==> src/rtl/vga_frame_regs.sv <==
// vga_frame_regs
//   Frame-synchronous register bank for the sprite renderer. The HPS writes
//   sprite coordinates and score into a shadow bank over Avalon-MM. The active
//   bank that drives the renderer is loaded from the shadow bank only at the
//   start of vertical blank, and only when software has armed a commit, so the
//   renderer never shows a half-updated frame. The block also keeps a frame
//   counter, a frame-locked animation phase and a level vblank interrupt.
//
// Ports
//   clk          system clock, shared with the VGA counters
//   reset        synchronous, active-high
//   chipselect   Avalon slave select
//   write/read   Avalon strobes (never asserted together)
//   address      Avalon word address (9 bits)
//   writedata    Avalon write data (32 bits)
//   readdata     Avalon read data, registered, one cycle after the read strobe
//   hcount       horizontal count from vga_counters
//   vcount       vertical count from vga_counters
//   regs_out     active bank, register i at [i*REG_W +: REG_W]
//   anim_phase   animation frame index, steps once every ANIM_DIV frames
//   frame_count  vblank counter, wraps 0xFFFF -> 0
//   irq          vblank interrupt, level (irq_stat & irq_en)
//
// Address map
//   0 .. NUM_REGS-1  shadow registers (read returns shadow, zero-extended)
//   0x100 CTRL       W: bit0=1 arms commit, bit1 loads irq_en
//                    R: {30'b0, irq_en, commit_pending}
//   0x101 STAT       W: bit0=1 clears irq_stat   R: {31'b0, irq_stat}
//   0x102 FRAME      R: {16'b0, frame_count}, writes ignored
//   others           writes ignored, reads return 0

module vga_frame_regs #(
  parameter int NUM_REGS = 16,
  parameter int REG_W    = 8,
  parameter int VACTIVE  = 480,
  parameter int ANIM_DIV = 6
) (
  input  logic                      clk,
  input  logic                      reset,
  input  logic                      chipselect,
  input  logic                      write,
  input  logic                      read,
  input  logic [8:0]                address,
  input  logic [31:0]               writedata,
  output logic [31:0]               readdata,
  input  logic [10:0]               hcount,
  input  logic [9:0]                vcount,
  output logic [NUM_REGS*REG_W-1:0] regs_out,
  output logic [1:0]                anim_phase,
  output logic [15:0]               frame_count,
  output logic                      irq
);

  localparam int IDX_W = (NUM_REGS > 1) ? $clog2(NUM_REGS) : 1;
  localparam int DIV_W = (ANIM_DIV > 1) ? $clog2(ANIM_DIV) : 1;

  localparam logic [8:0]       ADDR_CTRL  = 9'h100;
  localparam logic [8:0]       ADDR_STAT  = 9'h101;
  localparam logic [8:0]       ADDR_FRAME = 9'h102;
  localparam logic [8:0]       REG_END    = 9'(NUM_REGS);
  localparam logic [9:0]       VB_LINE    = 10'(VACTIVE);
  localparam logic [DIV_W-1:0] DIV_LAST   = DIV_W'(ANIM_DIV - 1);

  // ---------------------------------------------------------------------------
  // State
  // ---------------------------------------------------------------------------
  logic [REG_W-1:0] shadow [NUM_REGS];
  logic [REG_W-1:0] active [NUM_REGS];
  logic             commit_pending;
  logic             irq_en;
  logic             irq_stat;
  logic [DIV_W-1:0] div_cnt;

  // ---------------------------------------------------------------------------
  // Decode
  // ---------------------------------------------------------------------------
  logic             vb;
  logic             wr;
  logic             rd;
  logic             is_reg;
  logic [IDX_W-1:0] reg_idx;
  logic             ctrl_wr;
  logic             stat_wr;

  // One cycle per frame: the first pixel clock of the first blanked line.
  assign vb      = (vcount == VB_LINE) && (hcount == '0);
  assign wr      = chipselect & write;
  assign rd      = chipselect & read;
  assign is_reg  = (address < REG_END);
  assign reg_idx = address[IDX_W-1:0];
  assign ctrl_wr = wr && (address == ADDR_CTRL);
  assign stat_wr = wr && (address == ADDR_STAT);

  // Upper write-data bits have no destination in this register map.
  logic unused_wdata;
  assign unused_wdata = ^writedata[31:REG_W];

  // ---------------------------------------------------------------------------
  // Shadow bank (software side)
  // ---------------------------------------------------------------------------
  // NOTE: sequential state is always assigned with <= so every flop samples
  // the pre-edge value of every other flop; that is what gives "active gets
  // the old shadow value" when a shadow write lands on the vb cycle.
  // NOTE: the register banks are reset explicitly because software relies on
  // reading zeros after reset; this forces flops instead of a RAM macro, which
  // is fine at this size.
  always_ff @(posedge clk) begin
    if (reset) begin
      for (int i = 0; i < NUM_REGS; i++) shadow[i] <= '0;
    end else if (wr && is_reg) begin
      shadow[reg_idx] <= writedata[REG_W-1:0];
    end
  end

  // ---------------------------------------------------------------------------
  // Active bank (renderer side), loaded only on an armed vblank
  // ---------------------------------------------------------------------------
  always_ff @(posedge clk) begin
    if (reset) begin
      for (int i = 0; i < NUM_REGS; i++) active[i] <= '0;
    end else if (vb && commit_pending) begin
      for (int i = 0; i < NUM_REGS; i++) active[i] <= shadow[i];
    end
  end

  // ---------------------------------------------------------------------------
  // Control / status
  // ---------------------------------------------------------------------------
  always_ff @(posedge clk) begin
    if (reset) begin
      commit_pending <= 1'b0;
      irq_en         <= 1'b0;
      irq_stat       <= 1'b0;
    end else begin
      // Commit consumes the arm; a CTRL arm in the same cycle is applied
      // afterwards so it re-arms for the next frame instead of being lost.
      if (vb && commit_pending) commit_pending <= 1'b0;
      if (ctrl_wr) begin
        if (writedata[0]) commit_pending <= 1'b1;
        irq_en <= writedata[1];
      end

      // Set is evaluated last so a vblank beats a simultaneous clear.
      if (stat_wr && writedata[0]) irq_stat <= 1'b0;
      if (vb) irq_stat <= 1'b1;
    end
  end

  assign irq = irq_stat & irq_en;

  // ---------------------------------------------------------------------------
  // Frame counter and frame-locked animation divider
  // ---------------------------------------------------------------------------
  always_ff @(posedge clk) begin
    if (reset) begin
      frame_count <= '0;
      div_cnt     <= '0;
      anim_phase  <= '0;
    end else if (vb) begin
      frame_count <= frame_count + 16'd1;
      if (div_cnt == DIV_LAST) begin
        div_cnt    <= '0;
        anim_phase <= anim_phase + 2'd1;
      end else begin
        div_cnt <= div_cnt + DIV_W'(1);
      end
    end
  end

  // ---------------------------------------------------------------------------
  // Read path
  // ---------------------------------------------------------------------------
  logic [31:0] read_mux;

  // NOTE: every always_comb output gets a default before any branch so no
  // path leaves it unassigned; otherwise synthesis infers a latch.
  always_comb begin
    read_mux = '0;
    if (is_reg) begin
      read_mux = {{(32-REG_W){1'b0}}, shadow[reg_idx]};
    end else begin
      case (address)
        ADDR_CTRL:  read_mux = {30'b0, irq_en, commit_pending};
        ADDR_STAT:  read_mux = {31'b0, irq_stat};
        ADDR_FRAME: read_mux = {16'b0, frame_count};
        default:    read_mux = '0;
      endcase
    end
  end

  // Registered read data; holds between reads.
  always_ff @(posedge clk) begin
    if (reset) begin
      readdata <= '0;
    end else if (rd) begin
      readdata <= read_mux;
    end
  end

  // ---------------------------------------------------------------------------
  // Active bank flattening
  // ---------------------------------------------------------------------------
  always_comb begin
    regs_out = '0;
    for (int i = 0; i < NUM_REGS; i++) regs_out[i*REG_W +: REG_W] = active[i];
  end

endmodule
==> config.mk <==
export PLATFORM = sky130hd
export DESIGN_NAME = vga_frame_regs
export DESIGN_NICKNAME = d
export VERILOG_FILES = /design/src/rtl/vga_frame_regs.sv
export SDC_FILE = /design/constraint.sdc
export NUM_CORES = 1
export LEC_CHECK = 0
export BUFFER_PORTS_ARGS = -buffer_cell sky130_fd_sc_hd__buf_4
export CAP_MARGIN = 20
export CORE_UTILIZATION = 40
export DETAILED_ROUTE_END_ITERATION = 6
export SYNTH_ARGS = -nofsm -noshare
export SYNTH_HDL_FRONTEND = slang
export SYNTH_SLANG_ARGS = --single-unit
==> constraint.sdc <==
create_clock -name clk -period 8.32 [get_ports clk]
set_input_delay 0.832 -clock clk [delete_from_list [all_inputs] [get_ports clk]]
set_output_delay 0.832 -clock clk [all_outputs]
set_load 0.005 [all_outputs]
# Word level (Yosys, flattened, before mapping)
# Memories as Yosys holds them, arrays and structs flattened.
# Cells that the tools add are included.
# classes
add_sub_neg	3
multipliers	0
div_mod_pow	0
n_lt_le_gt_ge	1
eq_ne	5
shift	0
mux	35
n_bitwise	19
n_reduce_logical	10
# op_table
op	count
8-bit 2-to-1 mux	17
16-bit case mux with 3 select lines	1
9-bit equality test, second input constant	3
16-bit by 1-bit adder with 16-bit output, second input constant	1
16-bit 2-to-1 mux	1
1-bit bitwise OR	16
1-bit 2-to-1 mux	14
11-bit logical NOT	1
10-bit by 9-bit equality test with 1-bit output, second input constant	1
9-bit by 5-bit less-than comparator with 1-bit output, second input constant	1
8-bit OR reduction	1
1-bit logical AND	6
4-bit 2-to-1 mux	1
3-bit by 1-bit adder with 3-bit output, second input constant	1
1-bit AND	3
3-bit equality test, second input constant	1
3-bit 2-to-1 mux	1
2-bit by 1-bit adder with 2-bit output, second input constant	1
2-bit AND reduction	1
2-bit nonzero test	1
# word_totals
reg_bits	56
latch_bits	0
ram_bits	256
mem_bits_ro	0
inputBits	67
wordCells	82
memories	2
# memory_table
name	words	width	rd	rd_ports_with_merged_regs	write_ports	line_no	source
active	16	8	16	0	16	68	logic [REG_W-1:0] active [NUM_REGS];
shadow	16	8	17	0	16	67	logic [REG_W-1:0] shadow [NUM_REGS];

# Longest topological paths before layout
# Gate-level depths: netlist of run 1.
# depth
depth_word	7
mapped_depth	7
depth_no_buf	5

# Worst setup path before layout of run 1
# OpenSTA, ideal clock, no wires.
# synth_path
path_kind	input to register
from	in vcount[1]
to	mem active[0][0] (enable)
setup_ps	509
t_arrival_ps	4742
required_ps	7811
setup_slack_ps	3069
stages	4
n_path_buf	0
cell_sequence	or4_1 -> nor4_1 -> nand3_1 -> nand2b_1
# synth_rtl
element	line_no	source
start: declaration	47	input logic [9:0] vcount,
end: declaration	68	

==> metrics.txt, run 1 <==
critical path launch point type=primary input; final slew viol count=0; post-CTS setup buffers=0; share of cells above drive strength 1=0.276; Yosys reg bits=296; Crit. End Element=flip-flop; post_cts resized=0; fraction of registers with async set/reset=0; max-cap viol count=0; dominant cells by area after synthesis=edfxtp_1, and2_1, dfxtp_1; setup violators final=0; H-tree Lvls=1; die area=32400 µm²; Worst R2R Setup Slack=5990 ps; pin slew with the least headroom to its limit=891 ps; WP data arrival=3610 ps; YS warnings=0; fillers=2710; worst path required time=8500 ps; skew final=21.4 ps; internal power=2.56 mW; largest net degree at the start of global routing=81; io pins=246; CTS tree=built; clock latency on the worst-skew pair=560 ps; vias post-DR=7694; routed wire length=30100 µm; switching share of power=0.215; Pwr Density=210 nW/µm²; Overall Global Routing Usage=0.184; sequential share of power=0.521; Netlist Area Pre-Place=12700 µm²; # diodes=0; Setup CP Type=in2reg; Critical R2R Capture=active[0][8]; Peak VDD IR=168 µV; RSZ-0062 raised after global routing=no; Leak=5.90 nW; CTS Sinks=296; deepest clock path buffer count=3; Rows=64; root buffer cell=clkbuf_16; WHS Path Cells=1; DR WL met2=14200 µm; routed vias/inst=5.02; Post-synth EDFFs=256; Die Span Y=180 µm; Post-Syn Instances=918; Fin Setup TNS=0 ps; worst hold endpoint=readdata[0]; most common cell in the netlist=edfxtp_1; Clock transition at path regs=60 ps; Top Layer Used=met4; core box area=30900 µm²; CTS Hold Bufs=0; Starting Density=0.410; DRC viols=0; Worst R2R Start=commit_pending; GPL Wtd Cong=0.795; Post-Route M1 WL=13300 µm; Slew Limit Headroom=0.401; Routed Antenna Nets=0; Die X=180 µm; fin crit share=0.412; cell taking the most area after synthesis=edfxtp_1; area grow syn2layout=22.6%; fin crit period=3430 ps; worst-path fanout max=49; fraction of the mapped netlist area in adder cells=0.000987; TritonCTS Buffers=31; Worst R2R Path Depth=4; clock share of power=0.419; Comb pwr share=0.060; final hold vios=0; first-pass GRT wire length=45600 µm; XOR/XNOR Fraction of Synth Area=0.00622; post-synthesis mux area share=0.0628; vias in the first global route=7647; Seq/Total Area, Yosys=0.670; Max Fclk=0.292 GHz; placed wire-length estimate=20800 µm; Post-synth top flop=edfxtp_1; wire length on met3=2230 µm; GRT overflow=0; HP Class=reg2reg; top cell type's share of synthesized area=0.607; initial drt markers=528; most frequent cells after synthesis=edfxtp_1, and2_1, nor2b_1; outcome=finished, final reports clean; Compound-Gate Fraction of Synth Area=0.0348; IO Port Bufs=205; Final #Nets=1179; hold_sp=readdata[0]; initial antenna violation count=0; main combinational cell family by area after synthesis=simple AND/OR/NAND/NOR gates; Syn Area/Cell=13.8 µm²; Simple-Gate Fraction of Synth Area=0.198; DR pass1 iterations=5; wire per inst=19.7 µm; Yosys cell types=47; Psw=0.701 mW; hold_ws=476 ps
==> cell families after synthesis <==
family,Yosys count
xor gates and xnor gates,9
other,1
adders and majority gates,1
AOI/OAI and AO/OA,67
DFF,296
buffers and inverters,71
muxes,58
and+or+nand+nor,415
==> worst max-delay path: stages <==
cell,delay (ps)
buf_4,110
or4_1,570
nor4_2,270
buf_4,220
nand3_1,210
nand2b_4,480
buf_16,300
buf_4,540
==> sequential cells by signal (all words and copies together), names as in the netlist <==
| name | flops |
|---|---|
| irq_stat | 1 |
| div_cnt | 3 |
| commit_pending | 1 |
| readdata | 16 |
| shadow | 128 |
| anim_phase | 2 |
| active | 128 |
| frame_count | 16 |
| irq_en | 1 |
==> power groups by stage <==
| stage | clock network [mW] | registers (mW) | logic, mW |
|---|---|---|---|
| floorplan | 0 | 1.73 | 0.0996 |
| global placement | 0 | 1.73 | 0.195 |
| detailed placement | 0 | 1.73 | 0.197 |
| CTS | 1.38 | 1.70 | 0.198 |
| global route | 1.45 | 1.71 | 0.212 |
| finish | 1.37 | 1.70 | 0.197 |
==> per-layer routing <==
metal / track usage / vias up
met5: 0 / -
met4: 0.0431 / 0
met3: 0.0460 / 40
met2: 0.304 / 248
met1: 0.244 / 3746
li1: - / 3660
==> cell type report <==
class / instances / area (µm²) / area share
sequential: 296 / 8490 / 0.546
inverter: 3 / 11.3 / 0.000725
multi-input combinational: 566 / 3920 / 0.252
tap: 396 / 495 / 0.0319
timing repair buffer: 213 / 1620 / 0.104
clock inverter: 16 / 155 / 0.00999
clock buffer: 42 / 847 / 0.0545
==> how the worst max path moves through the flow <==
stage               from            end  slack, ps
3_5_place_dp   hcount[6]  active[0][11]       4070
6_report       vcount[1]   active[0][8]       4890
3_3_place_gp   hcount[6]  active[0][27]       4110
4_1_cts        hcount[6]   active[0][1]       4640
5_1_grt        hcount[6]  active[0][80]       4650
2_1_floorplan  vcount[1]   active[0][0]       3070
==> per-stage QoR <==
stage	utilization	power [mW]	cells	cell area [µm²]	setup WS (ps)
final	0.503	3.26	1532	15500	4890
after global routing	0.503	3.37	1532	15500	4650
after CTS	0.501	3.28	1530	15500	4640
after detailed placement	0.469	1.93	1472	14500	4070
after global placement	0.469	1.93	1472	14500	4110
after floorplan	-	1.83	933	12700	3070
==> cells in the final DEF (no fill, tap or decap), types with 3 or more instances in the layout <==
| cell type | n |
|---|---|
| a311oi_1 | 6 |
| nor2_1 | 34 |
| or2_1 | 4 |
| or2_2 | 15 |
| and2_1 | 214 |
| clkinv_2 | 6 |
| xor2_1 | 5 |
| nand2_1 | 14 |
| mux4_2 | 16 |
| and3_1 | 3 |
| a21oi_1 | 20 |
| a22oi_1 | 21 |
| edfxtp_1 | 256 |
| nand3_1 | 18 |
| mux2i_1 | 30 |
| o21ai_0 | 13 |
| buf_4 | 211 |
| clkbuf_1 | 8 |
| clkinv_1 | 5 |
| dfxtp_1 | 40 |
| inv_1 | 3 |
| xnor2_1 | 4 |
| conb_1 | 16 |
| nor2b_1 | 53 |
| clkbuf_16 | 31 |
| or3_1 | 12 |
| clkbuf_8 | 3 |
| nor4_2 | 5 |
| nor3_1 | 10 |
| nand4_1 | 10 |
| nor2_4 | 5 |
| nand2b_1 | 4 |
| or4_1 | 5 |
| bufinv_16 | 3 |
| mux2_2 | 12 |
(Power assumes the default switching activity.)
==> run 2, diff against run 1 <==
Clock period 8.32 ns to 3.2 ns, I/O delays scaled along.
==> run 2 against run 1 <==
Against the previous run:
- combinational power increased to 2.6 times the previous value
- clock power up 140%
- wire length rose by 0.60%
- critical endpoint is now shadow[14][2]
- cell count grew 0.91%
- first-iteration DRC count grew 11%
- largest power group unchanged
- clock-buffer cell count increased by 3
- global-route usage up 0.12 points
- highest routed layer unchanged
==> metrics.txt, run 2 (synthesized netlist as in run 1, its figures left out) <==
Max Fclk=0.421 GHz; # diodes=0; critical path launch point type=primary input; post_cts resized=0; RSZ-0062 raised after global routing=no; share of cells above drive strength 1=0.282; clock latency on the worst-skew pair=550 ps; first-pass GRT wire length=45900 µm; io pins=246; Peak VDD IR=400 µV; Final #Nets=1196; GPL Wtd Cong=0.806; Die X=180 µm; core box area=30900 µm²; slowest stage delay, CP=550 ps; worst-path fanout max=9; max-cap viol count=0; pin slew with the least headroom to its limit=1020 ps; post-CTS setup buffers=0; area grow syn2layout=23.2%; worst path required time=3420 ps; setup violators final=0; Slew Limit Headroom=0.318; final hold vios=0; routed vias/inst=5.04; Pwr Density=529 nW/µm²; top flop regs=active (128), shadow (128); Clock transition at path regs=60 ps; fin crit share=0.742; die area=32400 µm²; largest net degree at the start of global routing=95; most frequent cells in the layout=edfxtp_1, buf_4, and2_1; placed wire-length estimate=21200 µm; outcome=finished, final reports clean; delay-heaviest family, CP=simple AND/OR/NAND/NOR gates; initial drt markers=587; deepest clock path buffer count=3; root buffer cell=clkbuf_16; Tot Pwr=8.27 mW; Die Span Y=180 µm; GRT overflow=0; CTS tree=built; wire per inst=19.6 µm; final cell utilization of the core=0.505; CTS Hold Bufs=0; Fin Setup TNS=0 ps; Starting Density=0.410; skew final=9.75 ps; hold_ws=48.9 ps; HP Class=in2reg; routed wire length=30300 µm; Leak=5.95 nW; commonest non-fill, non-tap cell in the layout=edfxtp_1; DR pass1 iterations=4; TritonCTS Buffers=31; final slew viol count=0; Placed Area=14700 µm²; fin crit period=2370 ps; initial antenna violation count=0; Rows=64; crit path cell chain=buf_4, or4_1, or4_4, or3b_4, nor2_4, or2_1; Crit. End Element=flip-flop; vias post-DR=7798; Slowest cell on crit path=or4_1; CP Buf/Inv Count=1; Routed Antenna Nets=0; CTS Sinks=296; cell area after layout=15600 µm²; DRC viols=0; WP data arrival=2590 ps; Setup CP Type=in2reg; Overall Global Routing Usage=0.185; IO Port Bufs=205; vias in the first global route=7789; H-tree Lvls=1
[run 2: final timing paths]
path,start,end,slack [ps],depth (start not counted)
setup / recovery,address[5],shadow[14][2],830,6
hold / removal,reset,anim_phase[1],50,2
setup reg to reg,frame_count[4],frame_count[11],1400,5
hold reg to reg,div_cnt[2],div_cnt[2],480,2
[run 2: final cells by class]
type	instances	area [µm²]
inverter	3	11.3
tap	396	495
clock buffer	45	858
sequential	296	8490
timing repair buffer	230	1780
fill	2709	15300
clock inverter	10	67.6
multi-input combinational	566	3920
[run 2: per-stage QoR]
stage	instances	setup slack (ps)
2_1_floorplan	933	389
3_3_place_gp	1491	307
3_5_place_dp	1491	269
4_1_cts	1546	841
5_1_grt	1546	758
6_report	1546	827
[run 2: power breakdown]
group	switching, mW	leakage [nW]	internal [mW]
Combinational	0.285	2.65	0.231
Sequential	0.0817	2.86	4.35
Clock	1.41	0.452	1.92
[run 2: routing by layer]
| metal | global-route usage | wire length [µm] | part of all wire | up-vias |
|---|---|---|---|---|
| li1 | - | - | - | 3708 |
| met1 | 0.248 | 13300 | 0.44 | 3806 |
| met2 | 0.310 | 14500 | 0.48 | 247 |
| met3 | 0.0379 | 2010 | 0.066 | 37 |
| met4 | 0.0434 | 490 | 0.016 | 0 |
| met5 | 0 | 0 | 0 | - |
